**config.mk**
```make
export PLATFORM = sky130hd
export DESIGN_NAME = mcrb_fuse_seq
export DESIGN_NICKNAME = d
export VERILOG_FILES = /design/src/rtl/mcrb_fuse_seq.sv
export SDC_FILE = /design/constraint.sdc
export NUM_CORES = 1
export LEC_CHECK = 0
export ABC_AREA = 1
export BUFFER_PORTS_ARGS = -buffer_cell sky130_fd_sc_hd__buf_2
export CAP_MARGIN = 40
export CORE_AREA = 2 2 67 69
export DETAILED_ROUTE_END_ITERATION = 8
export DIE_AREA = 0 0 69 71
export GPL_TIMING_DRIVEN = 0
export PLACE_DENSITY_LB_ADDON = 0.08
export SLEW_MARGIN = 40
export SYNTH_ARGS = -nofsm -noshare
export SYNTH_HDL_FRONTEND = slang
export SYNTH_SLANG_ARGS = --single-unit
```
**constraint.sdc**
```tcl
create_clock -name mc_rb_ef1_sclk_i -period 4.06 [get_ports mc_rb_ef1_sclk_i]
set_input_delay 0.203 -clock mc_rb_ef1_sclk_i [delete_from_list [all_inputs] [get_ports mc_rb_ef1_sclk_i]]
set_output_delay 0.203 -clock mc_rb_ef1_sclk_i [all_outputs]
set_load 0.05 [all_outputs]
```
**src/rtl/mcrb_fuse_seq.sv**
```systemverilog
// mcrb_fuse_seq: eFuse readout sequencer for the memory-controller repair block.
//
// Chooses between a power-on autoload request and a software reload request,
// then walks NUM_ENTRIES fuse entries. For each entry it issues one read strobe,
// waits RD_LAT cycles, captures the fuse word and writes it into the skew/repair
// register file. Only one eFuse read is ever outstanding.
//
// Ports:
//   mc_rb_ef1_sclk_i  block clock (rising edge)
//   gctl_rclk_orst_i  asynchronous active-high reset
//   por_load_req_i    power-on load request (level, served once per reset)
//   sw_reload_req_i   software reload request (pulse, merged while pending)
//   efuse_rd_o        eFuse read strobe, one cycle per entry
//   efuse_addr_o      eFuse read address (current entry index)
//   efuse_data_i      eFuse read data, valid RD_LAT cycles after the strobe
//   skew_wr_en_o      register-file write enable
//   skew_wr_addr_o    register-file write address (current entry index)
//   skew_wr_data_o    register-file write data (last captured fuse word)
//   busy_o            high while a sequence walks the entries
//   done_o            one-cycle pulse when a sequence completes
//   grant_src_o       source of the current/last grant: 0 = por, 1 = sw
//   load_cnt_o        completed sequences, saturating at 15

module mcrb_fuse_seq #(
    parameter int unsigned NUM_ENTRIES = 20,
    parameter int unsigned ADDR_W      = 5,
    parameter int unsigned DATA_W      = 8,
    parameter int unsigned RD_LAT      = 3
) (
    input  logic              mc_rb_ef1_sclk_i,
    input  logic              gctl_rclk_orst_i,
    input  logic              por_load_req_i,
    input  logic              sw_reload_req_i,
    output logic              efuse_rd_o,
    output logic [ADDR_W-1:0] efuse_addr_o,
    input  logic [DATA_W-1:0] efuse_data_i,
    output logic              skew_wr_en_o,
    output logic [ADDR_W-1:0] skew_wr_addr_o,
    output logic [DATA_W-1:0] skew_wr_data_o,
    output logic              busy_o,
    output logic              done_o,
    output logic              grant_src_o,
    output logic [3:0]        load_cnt_o
);

    typedef enum logic [2:0] {
        StIdle,
        StIssue,
        StWait,
        StWrite,
        StDone
    } state_e;

    localparam logic [ADDR_W-1:0] LastIdx = ADDR_W'(NUM_ENTRIES - 1);
    localparam logic [2:0]        RdLat   = 3'(RD_LAT);

    state_e            state_q;
    logic [ADDR_W-1:0] idx_q;
    logic [2:0]        wcnt_q;
    logic [DATA_W-1:0] data_q;
    logic              por_served_q;
    logic              sw_pend_q, sw_pend_d;
    logic              efuse_rd_q;
    logic              skew_wr_en_q;
    logic              busy_q;
    logic              done_q;
    logic              grant_src_q;
    logic [3:0]        load_cnt_q;
    logic              por_grant, sw_grant;

    // POR wins over SW; a new SW pulse coinciding with an SW grant stays pending.
    always_comb begin
        por_grant = (state_q == StIdle) && por_load_req_i && !por_served_q;
        sw_grant  = (state_q == StIdle) && !por_grant && sw_pend_q;
        sw_pend_d = (sw_pend_q && !sw_grant) || sw_reload_req_i;
    end

    // Outputs are registered alongside the state so each one is aligned with
    // the state it describes (e.g. efuse_rd_q is high exactly while in StIssue).
    always_ff @(posedge mc_rb_ef1_sclk_i or posedge gctl_rclk_orst_i) begin
        if (gctl_rclk_orst_i) begin
            state_q      <= StIdle;
            idx_q        <= '0;
            wcnt_q       <= '0;
            data_q       <= '0;
            por_served_q <= 1'b0;
            sw_pend_q    <= 1'b0;
            efuse_rd_q   <= 1'b0;
            skew_wr_en_q <= 1'b0;
            busy_q       <= 1'b0;
            done_q       <= 1'b0;
            grant_src_q  <= 1'b0;
            load_cnt_q   <= '0;
        end else begin
            sw_pend_q    <= sw_pend_d;
            efuse_rd_q   <= 1'b0;
            skew_wr_en_q <= 1'b0;
            done_q       <= 1'b0;
            unique case (state_q)
                StIdle: begin
                    if (por_grant || sw_grant) begin
                        idx_q       <= '0;
                        grant_src_q <= sw_grant;
                        state_q     <= StIssue;
                        efuse_rd_q  <= 1'b1;
                        busy_q      <= 1'b1;
                        if (por_grant) begin
                            por_served_q <= 1'b1;
                        end
                    end
                end
                StIssue: begin
                    state_q <= StWait;
                    wcnt_q  <= 3'd1;
                end
                StWait: begin
                    if (wcnt_q == RdLat) begin
                        data_q       <= efuse_data_i;
                        state_q      <= StWrite;
                        skew_wr_en_q <= 1'b1;
                    end else begin
                        wcnt_q <= wcnt_q + 3'd1;
                    end
                end
                StWrite: begin
                    if (idx_q == LastIdx) begin
                        state_q <= StDone;
                        busy_q  <= 1'b0;
                        done_q  <= 1'b1;
                        if (load_cnt_q != 4'hF) begin
                            load_cnt_q <= load_cnt_q + 4'd1;
                        end
                    end else begin
                        idx_q      <= idx_q + ADDR_W'(1);
                        state_q    <= StIssue;
                        efuse_rd_q <= 1'b1;
                    end
                end
                StDone: begin
                    // Addresses read as 0 while idle.
                    state_q <= StIdle;
                    idx_q   <= '0;
                end
                default: begin
                    state_q <= StIdle;
                end
            endcase
        end
    end

    assign efuse_rd_o     = efuse_rd_q;
    assign efuse_addr_o   = idx_q;
    assign skew_wr_en_o   = skew_wr_en_q;
    assign skew_wr_addr_o = idx_q;
    assign skew_wr_data_o = data_q;
    assign busy_o         = busy_q;
    assign done_o         = done_q;
    assign grant_src_o    = grant_src_q;
    assign load_cnt_o     = load_cnt_q;

endmodule
```
==> summary.txt <==
Post-CTS Resized: 0
clock skew: 0.00424 ns
# fillers: 437
FP Rows: 24
die area: 4900 sq um
ANT cells: 0
Max VDD drop: 254 uV
antenna viol nets, final: 0
Hold WC Path Type: input pin to asynchronous set/reset pin
CP required: 4.23 ns
Synth Warn #: 0
starting density of the core: 33.8%
GRT Overall Usage: 12.3%
vias in the first global route: 1,117
CTS Sinks: 30
drt drc: 0
grt ovf: 0
GR Util met3: 3.70%
worst flop-to-flop path startpoint: efuse_addr_o[0]
antenna violations before repair: 0
Mapped Nets: 179
PwrDens: 717 nW/um^2
Post-Layout Cell Count: 261
number of CTS-inserted buffers: 5
IO buf count: 38
drt initial violations: 33
Root Driver: clkbuf_8
met1 usage in global routing: 14.4%
Mapped Cells: 163
hold buffers post-CTS: 0
syn avg cell area: 8.70 sq um
routed via count: 1,160
clock slew at reported path FFs: 0.07 ns
Placer Congestion: 0.690
CP startpoint kind: register
Core Area: 4200 sq um
most used routing layer: met2
vias per cell: 4.44
crit path kind: register to register
Post-CTS Setup Bufs: 0
Fmax: 0.656 GHz
max_cap viols: 0
Setup TNS Final: 0 ns
Slew HR: 57.6%
worst reg2reg endpoint: efuse_addr_o[0]
Detailed Route WL: 2730 microns
Worst Tran Pin Value: 0.635 ns
Hold Vio Cnt, Final: 0
Slew Viols, Final: 0
dpl hpwl: 2020 microns
r2r setup slk: 2.54 ns
Die Width: 69 microns
final worst path period share: 37.5%
clk_lat worst skew: 0.28 ns
DP Cell Count: 253
commonest non-fill, non-tap cells in the layout: nand2_1 (58), buf_2 (39), dfrtp_1 (30)
sequential area share after synthesis: 52.9%
leakage power: 1.00 nW
first-pass GRT wire length: 4770 microns
CP Max Fanout: 7
fraction of layout cells with a size suffix above 1: 34.0%
WL/cell: 10.5 microns
dpl ws: 2.53 ns
Synth cell types: 27
Worst Path Arrival: 1.69 ns
IO Pins: 39
H-Tree Depth: 2
Yosys reg bits: 30
Layout area overhead: 24.7%
Total Nets Final: 224
Worst R2R Path Depth: 9
Final min period: 1.52 ns
DP Area: 1670 sq um
CP Capture Type: register
most common library cell in the layout ignoring fill and taps: nand2_1
final worst slack: 2.54 ns
largest net degree at the start of global routing: 31
GR Util met2: 20.1%
synthesized area: 1420 sq um
CTS tree: done
Worst Setup SP: efuse_addr_o[0]
status: complete, no violations
unrepaired setup endpoints after global routing: false
Die H: 71 microns
first drt pass iteration count: 4
count of final setup violators: 0
final instance area: 1770 sq um
CTS max path bufs: 2
-- metal layers --
layer | wire length, microns | share of wire [%] | vias up
li1 | - | - | 599
met1 | 1240 | 45 | 529
met2 | 1300 | 47 | 24
met3 | 128 | 4.7 | 8
met4 | 69 | 2.5 | 0
met5 | 0 | 0 | -
-- stage by stage --
stage / power [mW] / util [%] / hold WS, ns
finish: 1.27 / 42.1 / 0.000382
global route: 1.36 / 42.1 / 0.0527
CTS: 1.29 / 42.1 / 0.0315
detailed placement: 1.03 / 39.8 / 0.340
global placement: 1.02 / 39.8 / 0.398
floorplan: 0.904 / - / 0.294
-- worst max-delay path: stages, from the launching register on --
cell and delay [ns]:
dfrtp_1 0.44, ha_1 0.28, nand2_1 0.08, inv_1 0.04
nand2_2 0.12, nand2_1 0.10, nand2_2 0.12, nand2_2 0.11
nand2_1 0.07, nand2_1 0.05
-- final cells by class --
cell class / count / area (sq um) / share of cell area (%)
tap: 52 / 65.1 / 3.68
multi-input combinational: 110 / 557 / 31.5
inverter: 17 / 68.8 / 3.89
clock buffer: 6 / 82.6 / 4.67
sequential: 30 / 751 / 42.4
buffer: 6 / 42.5 / 2.40
timing repair buffer: 38 / 190 / 10.7
clock inverter: 2 / 12.5 / 0.707
-- flip-flops by register name, summed over array words and instances (netlist names) --
name and flops:
grant_src_o 1, load_cnt_o 4, efuse_rd_o 1, busy_o 1
efuse_addr_o 5, sw_pend_q 1, done_o 1, skew_wr_data_o 8
skew_wr_en_o 1, wcnt_q 3, por_served_q 1, state_q 3
-- cells by family (layout without fill, tap and decap cells) --
group	Yosys count	count (layout)	share of synthesized area, %
AOI/OAI and AO/OA	10	10	4.23
buffers and inverters	23	69	7.85
and+or+nand+nor	93	93	29.6
xor gates and xnor gates	3	3	1.85
adders and majority gates	4	4	3.53
DFF	30	30	52.9
-- report_power, final --
group | internal [mW] | switching [mW] | total [mW] | leakage, nW
combinational | 0.150 | 0.437 | 0.587 | 0.583
sequential | 0.381 | 0.0522 | 0.433 | 0.372
clock | 0.136 | 0.113 | 0.249 | 0.0472
total | 0.667 | 0.602 | 1.27 | 1.00
-- synth_stat cells, drive strengths merged --
master | count | share of area [%]
dfrtp | 30 | 53
o21bai | 1 | 0.53
o21ai | 6 | 2.4
xor2 | 1 | 0.62
ha | 4 | 3.5
clkinv | 1 | 0.62
xnor2 | 2 | 1.2
nand4 | 2 | 0.88
nand2 | 65 | 19
inv | 16 | 4.2
nand3 | 12 | 4.6
a31o | 1 | 0.62
nand3b | 1 | 0.53
a21oi | 2 | 0.71
buf | 6 | 3.0
nor3 | 2 | 1.1
nor2 | 11 | 3.8
-- how the worst max path moves through the flow --
| stage | end | slack (ns) | cells after the start |
|---|---|---|---|
| after floorplan | load_cnt_o[0] | 2.38 | 7 |
| after global placement | efuse_addr_o[4] | 2.52 | 9 |
| after detailed placement | efuse_addr_o[0] | 2.53 | 9 |
| after CTS | efuse_addr_o[0] | 2.52 | 9 |
| after global routing | efuse_addr_o[1] | 2.39 | 9 |
| final | efuse_addr_o[0] | 2.54 | 9 |
(Power assumes the default switching activity.)
